File: config.mk
export PLATFORM = sky130hd
export DESIGN_NAME = seg_led_dynamic_avl
export DESIGN_NICKNAME = d
export VERILOG_FILES = /design/src/rtl/seg_led_dynamic_avl.sv
export SDC_FILE = /design/constraint.sdc
export NUM_CORES = 1
export LEC_CHECK = 0
export CORE_MARGIN = 10
export CORE_UTILIZATION = 57
export DETAILED_ROUTE_END_ITERATION = 10
export PLACE_DENSITY = 0.86
export SETUP_SLACK_MARGIN = 0.1
export SLEW_MARGIN = 20
export SYNTH_ARGS = -nofsm -noshare
export SYNTH_HDL_FRONTEND = slang
export SYNTH_SLANG_ARGS = --single-unit
File: constraint.sdc
create_clock -name clk -period 4.5 [get_ports clk]
set_input_delay 0.9 -clock clk [delete_from_list [all_inputs] [get_ports clk]]
set_output_delay 0.9 -clock clk [all_outputs]
set_load 0.005 [all_outputs]
File: src/rtl/seg_led_dynamic_avl.sv
// seg_led_dynamic_avl: Avalon-MM slave driving a multiplexed common-anode
// seven-segment display of DIG_NUM digits (active-low sel and segments).
// Optional feature macro: SEG_BLINK_EN adds the per-digit BLINK register at
// word address 4 plus the blink phase generator (parameter BLINK_TICKS).
//
// Bus handshake: fixed-latency Avalon-MM slave with no waitrequest. A write
// is accepted on the clock edge where avl_write=1. avl_readdata is loaded on
// the edge where avl_read=1 and is valid from then on. It holds until the
// next read. A same-cycle read and write to one address returns the old
// value.
module seg_led_dynamic_avl #(
  parameter int DIG_NUM   = 6,
  parameter int CLK_FREQ  = 50_000_000,
`ifdef SEG_BLINK_EN
  parameter int BLINK_TICKS = 250,
`endif
  parameter int SCAN_FREQ = 1000
) (
  input  logic               clk,
  input  logic               rst_n,
  input  logic [2:0]         avl_address,
  input  logic               avl_write,
  input  logic [31:0]        avl_writedata,
  input  logic               avl_read,
  output logic [31:0]        avl_readdata,
  output logic [DIG_NUM-1:0] sel,
  output logic [7:0]         seg_led
);

  localparam int SCAN_DIV = CLK_FREQ / SCAN_FREQ;
  localparam int CNT_W    = (SCAN_DIV > 1) ? $clog2(SCAN_DIV) : 1;
  localparam int IDX_W    = (DIG_NUM > 1) ? $clog2(DIG_NUM) : 1;
  localparam int DW       = 4 * DIG_NUM;
  localparam logic [CNT_W-1:0]   CNT_LAST = CNT_W'(SCAN_DIV - 1);
  localparam logic [IDX_W-1:0]   IDX_LAST = IDX_W'(DIG_NUM - 1);
  localparam logic [DIG_NUM-1:0] SEL_ONE  = DIG_NUM'(1);

  logic [DW-1:0]      data_r;
  logic [1:0]         ctrl_r;      // [0]=EN, [1]=LZB
  logic [DIG_NUM-1:0] dp_r;
  logic [DIG_NUM-1:0] blank_r;
  logic [CNT_W-1:0]   cnt;
  logic [IDX_W-1:0]   idx;
  logic               scan_tick;
  logic [3:0]         nibble;
  logic               lz_zero;
  logic               digit_dark;
  logic               blink_dark;
  logic [31:0]        rd_mux;
  logic               unused_wdata;

  // Upper write-data bits are don't-care for narrow fields.
  assign unused_wdata = ^avl_writedata;

  // Hex to active-low gfedcba, same table as the static display driver.
  function automatic logic [6:0] enc(input logic [3:0] v);
    case (v)
      4'h0: enc = 7'h40;  4'h1: enc = 7'h79;  4'h2: enc = 7'h24;  4'h3: enc = 7'h30;
      4'h4: enc = 7'h19;  4'h5: enc = 7'h12;  4'h6: enc = 7'h02;  4'h7: enc = 7'h78;
      4'h8: enc = 7'h00;  4'h9: enc = 7'h10;  4'hA: enc = 7'h08;  4'hB: enc = 7'h03;
      4'hC: enc = 7'h46;  4'hD: enc = 7'h21;  4'hE: enc = 7'h06;  default: enc = 7'h0E;
    endcase
  endfunction

  // Register file writes; reserved addresses and excess bits are dropped.
  always_ff @(posedge clk or negedge rst_n) begin
    if (!rst_n) begin
      data_r  <= '0;
      ctrl_r  <= '0;
      dp_r    <= '0;
      blank_r <= '0;
    end else if (avl_write) begin
      case (avl_address)
        3'd0:    data_r  <= avl_writedata[DW-1:0];
        3'd1:    ctrl_r  <= avl_writedata[1:0];
        3'd2:    dp_r    <= avl_writedata[DIG_NUM-1:0];
        3'd3:    blank_r <= avl_writedata[DIG_NUM-1:0];
        default: ;
      endcase
    end
  end

`ifdef SEG_BLINK_EN
  localparam int BLK_W = (BLINK_TICKS > 1) ? $clog2(BLINK_TICKS) : 1;
  localparam logic [BLK_W-1:0] BLK_LAST = BLK_W'(BLINK_TICKS - 1);

  logic [DIG_NUM-1:0] blink_r;
  logic [BLK_W-1:0]   blk_cnt;
  logic               blink_phase;

  // BLINK mask register.
  always_ff @(posedge clk or negedge rst_n) begin
    if (!rst_n)                              blink_r <= '0;
    else if (avl_write && avl_address == 3'd4) blink_r <= avl_writedata[DIG_NUM-1:0];
  end

  // Blink half-period counter in scan ticks; phase 0 is the lit phase.
  always_ff @(posedge clk or negedge rst_n) begin
    if (!rst_n) begin
      blk_cnt     <= '0;
      blink_phase <= 1'b0;
    end else if (scan_tick) begin
      if (blk_cnt == BLK_LAST) begin
        blk_cnt     <= '0;
        blink_phase <= ~blink_phase;
      end else begin
        blk_cnt <= blk_cnt + 1'b1;
      end
    end
  end

  assign blink_dark = blink_phase & blink_r[idx];
`else
  assign blink_dark = 1'b0;
`endif

  // Read data mux; unused bits and reserved addresses read zero.
  always_comb begin
    rd_mux = '0;
    case (avl_address)
      3'd0: rd_mux[DW-1:0]      = data_r;
      3'd1: rd_mux[1:0]         = ctrl_r;
      3'd2: rd_mux[DIG_NUM-1:0] = dp_r;
      3'd3: rd_mux[DIG_NUM-1:0] = blank_r;
`ifdef SEG_BLINK_EN
      3'd4: rd_mux[DIG_NUM-1:0] = blink_r;
`endif
      default: rd_mux = '0;
    endcase
  end

  // Registered read data, held between reads.
  always_ff @(posedge clk or negedge rst_n) begin
    if (!rst_n)        avl_readdata <= '0;
    else if (avl_read) avl_readdata <= rd_mux;
  end

  assign scan_tick = (cnt == CNT_LAST);

  // Free-running scan divider, independent of EN.
  always_ff @(posedge clk or negedge rst_n) begin
    if (!rst_n)         cnt <= '0;
    else if (scan_tick) cnt <= '0;
    else                cnt <= cnt + 1'b1;
  end

  // Digit index advances once per scan tick and wraps at DIG_NUM-1.
  always_ff @(posedge clk or negedge rst_n) begin
    if (!rst_n)                  idx <= '0;
    else if (scan_tick) begin
      if (idx == IDX_LAST)       idx <= '0;
      else                       idx <= idx + 1'b1;
    end
  end

  assign nibble = data_r[{idx, 2'b00} +: 4];

  // Darkness: explicit blank, leading-zero blanking (never digit 0), blink.
  always_comb begin
    lz_zero = 1'b1;
    for (int i = 0; i < DIG_NUM; i++) begin
      if (i >= int'(idx) && data_r[4*i +: 4] != 4'h0) lz_zero = 1'b0;
    end
    digit_dark = blank_r[idx] | (ctrl_r[1] & (idx != '0) & lz_zero) | blink_dark;
  end

  // Registered pin drive; dp follows DP regardless of darkness.
  always_ff @(posedge clk or negedge rst_n) begin
    if (!rst_n) begin
      sel     <= '1;
      seg_led <= 8'hFF;
    end else if (!ctrl_r[0]) begin
      sel     <= '1;
      seg_led <= 8'hFF;
    end else begin
      sel     <= ~(SEL_ONE << idx);
      seg_led <= {~dp_r[idx], digit_dark ? 7'h7F : enc(nibble)};
    end
  end

endmodule

======== Word level (Yosys, flattened, before mapping) ========
Memory sizes are Yosys's and may differ from the RTL's.
Cells that the tools add are included.
word-level totals
  register bits after elaboration ......... 95
  bits of input ports ..................... 39
  memories kept ........................... 1
  memory bits (read-only) ................. 112
  logic and storage cells ................. 67
  output and inout port bits .............. 46
operators by class
  shift operators ......................... 2
  bitwise logic cells ..................... 5
  reductions and logical operators ........ 18
  add/sub/neg operators ................... 2
  mux-type cells .......................... 18
  eq/ne operators ......................... 5
  order comparisons ....................... 7
memories
  name              words  width  read ports  clocked after memory_dff  wr ports  RTL line  text
  (name not given)  16     7      1           0                         0         57        case (v)
operators by type and width
  operator                                                    count
  nonzero test 4 bit                                          6
  variable part select 24 x 6 -> 4 bit                        1
  2-to-1 mux 18 bit                                           1
  adder 16 x 1 -> 16 bit, second input constant               1
  == test 16 bit, second input constant                       1
  2-to-1 mux 16 bit                                           1
  case mux 4 bit (3 select lines)                             1
  2-to-1 mux 1 bit                                            8
  2-to-1 mux 8 bit                                            1
  case mux 2 bit (4 select lines)                             1
  AND reduction 2 bit                                         4
  2-to-1 mux 7 bit                                            1
  binary-select mux 1 bit (select 3 bit)                      2
  == test 3 x 2 -> 1 bit, second input constant               2
  >= comparator 1 x 3 -> 1 bit, first input constant          2
  >= comparator 2 x 3 -> 1 bit, first input constant          2
  >= comparator 3 bit, first input constant                   2
  logical AND 1 bit                                           6
  2-to-1 mux 6 bit                                            1
  NOT 6 bit                                                   1
  left shift 1 x 3 -> 6 bit, first input constant             1
  less-than comparator 3 x 4 -> 1 bit, second input constant  1
  adder 3 x 1 -> 3 bit, second input constant                 1
  == test 3 x 1 -> 1 bit, second input constant               1
  other kinds (7)                                             8

======== Longest topological paths before layout ========
Gate-level depths: netlist (run 1).
  depth in word-level cells ............... 12
  mapped depth ............................ 11
  depth with buffers taken out ............ 9

======== Least setup slack after synthesis (run 1) ========
No wires, ideal clock.
  kind .................................... input to register
  from .................................... input port avl_address[0]
  to ...................................... register data_r[10]
  required time ........................... 4.375 ns
  stages on the path ...................... 4
  setup time .............................. 0.125 ns
  setup slack ............................. 2.209 ns
  data arrival time ....................... 2.166 ns
  path buffers ............................ 2
  cell sequence ........................... clkbuf_1 nor4b_2 buf_2 mux2_2
between the ends
  longest elaborated chain between the ends .. 2
RTL lines
  element                               RTL line  text
  start, declared                       21        input logic [2:0] avl_address,
  logical NOT 3 bit                     73        case (avl_address)
  AND reduction 2 bit (no source line)  -
  end signal, assigned                  74        3'd0: data_r <= avl_writedata[DW-1:0];
  end, declared                         38        logic [DW-1:0] data_r;
Every way passes these cells.
A chain may end at the register's enable or synchronous reset.

======== Worst setup path in the final report (run 1) ========
  from .................................... register idx[0]
  to ...................................... register seg_led[3]
between the ends
  longest elaborated chain between the ends .. 12
  elaborated cells on any way between the ends .. 28
  those cells by class .................... 6 x order compare; 1 x shift; 10 x mux; 3 x bitwise; 7 x reduce/logical; 1 x memory
RTL lines
  element                         RTL line  text
  start, declared                 43        logic [IDX_W-1:0] idx;
  start signal, assigned          152       else idx <= idx + 1'b1;
  >= comparator 1 x 3 -> 1 bit    162       if (i >= int'(idx) && data_r[4*i +: 4] != 4'h0) lz_zero = 1'b0;
  logical AND 1 bit               162
  2-to-1 mux 1 bit (6 in series)  162
  AND 1 bit                       164       digit_dark = blank_r[idx] | (ctrl_r[1] & (idx != '0) & lz_zero) | blink_dark;
  OR 1 bit                        164
  2-to-1 mux 7 bit (*)            177       seg_led <= {~dp_r[idx], digit_dark ? 7'h7F : enc(nibble)};
  2-to-1 mux 8 bit (*)            172       end else if (!ctrl_r[0]) begin
  end signal, assigned            177
  end, declared                   27        output logic [7:0] seg_led
Mark *: on every way between the ends. The rest lies on a longest branch, timed or not. The select of a mux whose other input is x is not followed.

==> impl_results.md, run 1 <==
* DR iter-0 viols at 144
* Max_cap viols at 0
* Post-placement setup slack at ~1300 ps
* Starting Density at about three fifths
* GRT Total Usage at 16.9%
* Worst-path maximum fanout at 23
* Most area-hungry cell type in the Yosys netlist: dfrtp_1
* Worst clock skew at approximately 17 ps
* Crit path launch: idx[0]
* Inserted Clock Buffers at 9
* Die ar. at around 12,000 um2
* Ports at between 80 and 90
* Core Area at just under 8000 um2
* Number of global-route vias before repair at around 3,200
* PnR worst setup slack at roughly 1300 ps
* Cell with the most instances after synthesis: dfrtp_1
* Syn Area/Cell at 11.3 um2
* Overflow after GRT at 0
* IO buf count at a little under 70
* First-pass GRT wire length at around 16 mm
* Worst skew pair latency at around 350 ps
* Tmin final at 3200 ps
* Maximum vdd drop at 0.188 mV
* Yosys warning total at 0
* Top cell type's share of synthesized area at 43.8%
* Gate Count Post-Synth at ~410
* Top_reg_cell synth: dfrtp_1
* Placed Area at between 5000 and 6000 um2
* Antenna Cells at 0
* Post-CTS setup buffers at 0
* CTS tree: done
* Avg Vias per Cell at ~5.7
* Hold slack at 492 ps
* Die Span Y at 110 um
* CP startpoint kind: flip-flop
* Most instantiated cells after synthesis: dfrtp_1 (81), inv_1 (38), mux2_2 (35)
* Deepest clock path buffer count at 2
* Critical path class: flip-flop to flip-flop
* Worst Setup EP: seg_led[3]
* Hold_buf cts at 0
* Crit. End Element: flip-flop
* RD Place Congestion at about 0.88
* Placed wire-length estimate at roughly 7.3 mm
* RSZ-0062 raised after global routing: no
* Unique cell type count in the Yosys netlist at between 50 and 60
* Maximum clock frequency at between 300 and 400 MHz
* Cell Area, Synth at roughly 4600 um2
* Via count at 3,288
* CTS Root Cell: clkbuf_8
* Final ANT Viol Nets at 0
* Final period utilization at a little under three quarters
* Crit path required time at ~4800 ps
* Run status: completed
* Internal reg-to-reg setup slack at between 1000 and 1500 ps
* Clock Sinks at between 90 and 100
* Cell Rows at 32
* Largest net degree at the start of global routing at 67
* Worst hold path class: flip-flop to flip-flop
* Largest cells by area after synthesis: dfrtp_1 (44%), mux2_2 (8.5%), dfstp_2 (8.0%)
* Die W at ~110 um
* Post-CTS sizing at 0
* Worst reg-to-reg path cell count at 9
* H-tree depth at 3
* Pwr Density at ~380 nW/um2
* Fillers at roughly 550
* Post-route design area at about 5600 um2
* Total negative slack at 0 ps
* CP arrival at around 3500 ps
* Sequential area share after synthesis at about half
* DR pass1 iterations at 4
* Slew HR at ~37%
* Flops & latches, synth at 95
* Worst reg2reg path startpoint: idx[0]
* Worst-margin pin slew at between 900 and 1000 ps
* Clk slew on worst S/H paths at about 80 ps
* Max-slew violation count at 0
* Ys async rst share at between 90% and 100%
* Share of post-route cells with drive strength above 1 at 17.5%
* DRC errors left at 0
* Avg WL per Cell at about 17 um
* Post-synth EDFFs at 0
* Initial antenna violation count at 0
* P&R area growth vs syn at 20.5%
* Nets at roughly 530
* FF-to-FF End: seg_led[3]
* Leak at between 0.002 and 0.0025 uW
* Final wirelength at about 10 mm
* Final Hold Viols at 0
* Final setup violating endpoints at 0
[layout make-up]
cell class	instances	area [um2]	area share (%)
repair buffers	73	713	12.8
clock inverters	5	78.8	1.41
clock buffers	11	151	2.72
inverters	38	143	2.56
flip-flops and latches	95	2390	43.0
multi-input cells	257	1970	35.3
well taps	102	128	2.29
[metal layers]
layer | global-route usage, % | up-vias | share of wire, %
met5 | 0 | - | 0
li1 | - | 1543 | -
met4 | 5.58 | 0 | 1.1
met1 | 22.4 | 1620 | 43
met2 | 27.2 | 112 | 49
met3 | 3.54 | 13 | 6.8
[worst min path at each step]
stage	slack, ps	startpoint	cells past startpoint	to
2_1_floorplan	450	cnt[0]	1	cnt[0]
3_3_place_gp	460	cnt[0]	1	cnt[0]
3_5_place_dp	480	cnt[0]	1	cnt[0]
4_1_cts	490	cnt[0]	1	cnt[0]
5_1_grt	540	cnt[0]	1	cnt[0]
6_report	490	cnt[0]	1	cnt[0]
[placed cells by master (no fill, tap or decap), types with 2 or more instances in the layout]
cell type and n:
o21ai_0 15, xor2_1 8, clkdlybuf4s50_1 67, o31ai_1 2, nand3_1 10, nor4_1 4, nor3_1 7, and3_1 3
nand2b_1 3, nor2_1 19, mux2i_1 12, o21ai_1 8, conb_1 8, xnor2_1 7, nor2b_1 3, inv_1 38
o211ai_1 3, mux4_2 4, clkinv_2 2, a211oi_1 3, clkbuf_8 11, and2_1 2, mux2_2 35, nand2_1 34
dfstp_2 14, and4_1 2, buf_4 5, a21oi_1 5, ha_1 12, a31oi_1 6, o221ai_1 4, o22ai_1 6
or4_1 2, dfrtp_1 81, bufinv_16 2, mux2_1 7
[worst max-delay path, cell delays in order, from the launching register on]
cell and delay [ps]:
dfrtp_1 970, inv_1 400, a32o_1 370, a311oi_2 440, inv_1 170, ha_1 280
inv_1 100, nor4_1 70, a211oi_1 230, o21ai_1 80
[logic make-up after synthesis]
logic type / after synthesis / share of synthesized area, %
and+or+nand+nor: 101 / 11.3
muxes: 59 / 15.1
other: 1 / 0.0811
AOI/OAI and AO/OA: 62 / 9.14
xor gates and xnor gates: 15 / 2.84
adders and majority gates: 12 / 3.25
buffers and inverters: 63 / 6.47
DFF: 95 / 51.8
[registers in the layout, summed over array words and instances, names as in the netlist]
signal and cells:
avl_readdata 24, data_r 24, cnt 16, seg_led 8
blank_r 6, dp_r 6, sel 6, idx 3
ctrl_r 2
[report_power, final]
part           total, uW  leakage [uW]  switching (uW)  internal (uW)
clock                631      0.000120             287            344
combinational        415       0.00104             184            231
sequential          1080       0.00118             100            975
total               2120       0.00234             571           1550
[metrics by stage]
stage	cells	total power [uW]	utilization, %
floorplan	415	1310	-
global placement	564	1470	68.4
finish	581	2120	71.4
detailed placement	564	1500	68.4
global route	581	2220	71.4
CTS	580	2120	71.3
No activity file was read; power rests on OpenSTA's default activity.
==> run 2, diff against run 1 <==
--- a/config.mk
+++ b/config.mk
@@ -6,9 +6,9 @@
 export NUM_CORES = 1
 export LEC_CHECK = 0
 export CORE_MARGIN = 10
-export CORE_UTILIZATION = 57
+export CORE_UTILIZATION = 47
 export DETAILED_ROUTE_END_ITERATION = 10
-export PLACE_DENSITY = 0.86
+export PLACE_DENSITY = 0.76
 export SETUP_SLACK_MARGIN = 0.1
 export SLEW_MARGIN = 20
 export SYNTH_ARGS = -nofsm -noshare
==> constraint.sdc (replaced) <==
create_clock -name clk -period 2.89 [get_ports clk]
set_input_delay 0.578 -clock clk [delete_from_list [all_inputs] [get_ports clk]]
set_output_delay 0.578 -clock clk [all_outputs]
set_load 0.005 [all_outputs]
==> run 2 against run 1 <==
- worst hold slack got worse by 420 ps
- clock power increased by 35%
- via count decreased by 1.2%
- core utilization decreased by 13 points
- non-clock buffer count increased by 7
- clock skew decreased by 5.9 ps
- sequential share of layout area decreased by 0.51 points
- maximum frequency increased by 33%
- critical path type unchanged
- combinational power increased by 56%
==> impl_results.md, run 2 (same netlist as run 1, synthesis figures left out) <==
* Crit path required time at 3150 ps (-1610 ps)
* Run status: completed
* Ports at 85 (unchanged)
* Slew HR at 61.7% (+25 points)
* Buf+Inv Stages, Crit Path at 2 (-1)
* Final wirelength at 10.1 mm (+1.0%)
* Core Area at 9680 um2 (+24%)
* Dpl cells at 603 (+6.9%)
* Final ANT Viol Nets at 0 (unchanged)
* CTS Root Cell: clkbuf_8
* Share of post-route cells with drive strength above 1 at 18.1% (+0.57 points)
* Worst clock skew at 11.0 ps (-5.87 ps)
* Avg Vias per Cell at 5.25 (-7.3%)
* Worst-path maximum fanout at 16 (-30%)
* Crit. End Element: flip-flop
* Largest net degree at the start of global routing at 49 (-27%)
* Post-route insts no fill at 619 (+6.5%)
* IO buf count at 68 (unchanged)
* Crit path max-delay family: compound AO/OA/AOI/OAI gates
* Max-slew violation count at 0 (unchanged)
* CP arrival at 2660 ps (-800 ps)
* Starting Density at 47.8% (-11 points)
* Nets at 532 (+1.3%)
* Deepest clock path buffer count at 2 (unchanged)
* Slowest Stage Delay on Critical Path at 600 ps (-370 ps)
* Most common cell after layout, fill and taps aside: dfrtp_1
* Post-CTS sizing at 0 (unchanged)
* Final period utilization at 83.0% (+12 points)
* Antenna Cells at 0 (unchanged)
* DR pass1 iterations at 4 (unchanged)
* Inserted Clock Buffers at 9 (unchanged)
* Placed wire-length estimate at 7.70 mm (+6.0%)
* GRT Total Usage at 14.2% (-2.7 points)
* DR iter-0 viols at 163 (+13%)
* Final setup violating endpoints at 0 (unchanged)
* Leak at 0.00235 uW (+0.64%)
* H-tree depth at 3 (unchanged)
* P&R area growth vs syn at 22.0%
* Crit path cell chain: and2b_1 > a32o_1 > a311oi_2 > inv_1 > ha_1 > inv_1 > nor4_1 > a211oi_1 > o21ai_1
* Post-Route Utilization at 58.3% (-13 points)
* CP startpoint kind: flip-flop
* RD Place Congestion at 0.862 (-2.4%)
* Post-CTS setup buffers at 0 (unchanged)
* Slowest library cell on the worst path: dfrtp_1
* Initial antenna violation count at 0 (unchanged)
* CP dominant cell by count: inv_1
* Pwr Density at 563 nW/um2 (+48%)
* Die W at 119 um (+8.3%)
* Most frequent cells in the layout: dfrtp_1 (81), clkdlybuf4s50_1 (67), inv_1 (38)
* Die ar. at 14,200 um2 (+17%)
* Largest regs: avl_readdata: 24 flops, data_r: 24 flops, cnt: 16 flops
* Maximum clock frequency at 417 MHz (+33%)
* RSZ-0062 raised after global routing: no
* Worst hold path class: input port to async pin
* DRC errors left at 0 (unchanged)
* Die Span Y at 119 um (+8.3%)
* Total negative slack at 0 ps (unchanged)
* CTS tree: done
* Number of global-route vias before repair at 3,318 (+3.9%)
* Cell Rows at 36 (+13%)
* Critical path class: flip-flop to flip-flop
* Maximum vdd drop at 0.339 mV (+80%)
* Via count at 3,247 (-1.2%)
* Clk slew on worst S/H paths at 90 ps (about the same)
* First-pass GRT wire length at 16.8 mm (+2.2%)
* Max_cap viols at 0 (unchanged)
* Tmin final at 2400 ps (-797 ps)
* Final Hold Viols at 0 (unchanged)
* Worst-margin pin slew at 574 ps (-368 ps)
* Fillers at 833 (+51%)
* Hold_buf cts at 0 (unchanged)
* Overflow after GRT at 0 (unchanged)
* Avg WL per Cell at 16.4 um (-5.2%)
* Clock Sinks at 95 (unchanged)
* Worst skew pair latency at 340 ps (about the same)
## run 2: where the power goes
group	internal [uW]	total, uW	leakage [uW]	switching, uW
Combinational	370	649	0.00108	280
Clock	424	855	0.0000936	430
Sequential	1520	1670	0.00118	154
## run 2: worst register-to-register path: stages (launching register included)
cell      delay, ps
dfrtp_1         600
and2b_1         340
a32o_1          300
a311oi_2        240
inv_1           130
ha_1            250
inv_1            80
nor4_1           60
a211oi_1        240
o21ai_1          90
## run 2: worst paths after layout
| path | startpoint | end | slack, ps | cells after the start |
|---|---|---|---|---|
| max | idx[2] | seg_led[3] | 490 | 9 |
| min | rst_n | avl_readdata[6] | 70 | 1 |
| max reg2reg | idx[2] | seg_led[3] | 490 | 9 |
| min reg2reg | cnt[0] | cnt[0] | 490 | 1 |
| max in group asynchronous | rst_n | dp_r[5] | 2140 | 2 |
| min in group clk | cnt[0] | cnt[0] | 490 | 1 |
## run 2: cell type report
type	count	area [um2]	share of cell area, %
well taps	133	166	2.95
inverters	38	143	2.53
clock buffers	13	149	2.64
multi-input cells	257	1970	34.8
flip-flops and latches	95	2390	42.4
repair buffers	80	781	13.8
clock inverters	3	42.5	0.754
## run 2: through the flow
step | area [um2] | setup slack (ps) | hold WS [ps] | total power, uW
after floorplan | 4650 | 623 | 282 | 2040
after global placement | 5450 | 549 | 442 | 2320
after detailed placement | 5450 | 518 | 446 | 2350
after CTS | 5640 | 494 | 58.3 | 3200
after global routing | 5640 | 282 | 60.6 | 3350
final | 5640 | 490 | 68.8 | 3180
## run 2: metal layers
metal / global-route usage (%) / share of wire (%) / vias to the layer above
met4: 4.96 / 1.7 / 0
met2: 23.0 / 48 / 103
met3: 3.45 / 6.3 / 16
met1: 18.1 / 44 / 1585
met5: 0 / 0 / -
li1: - / - / 1543
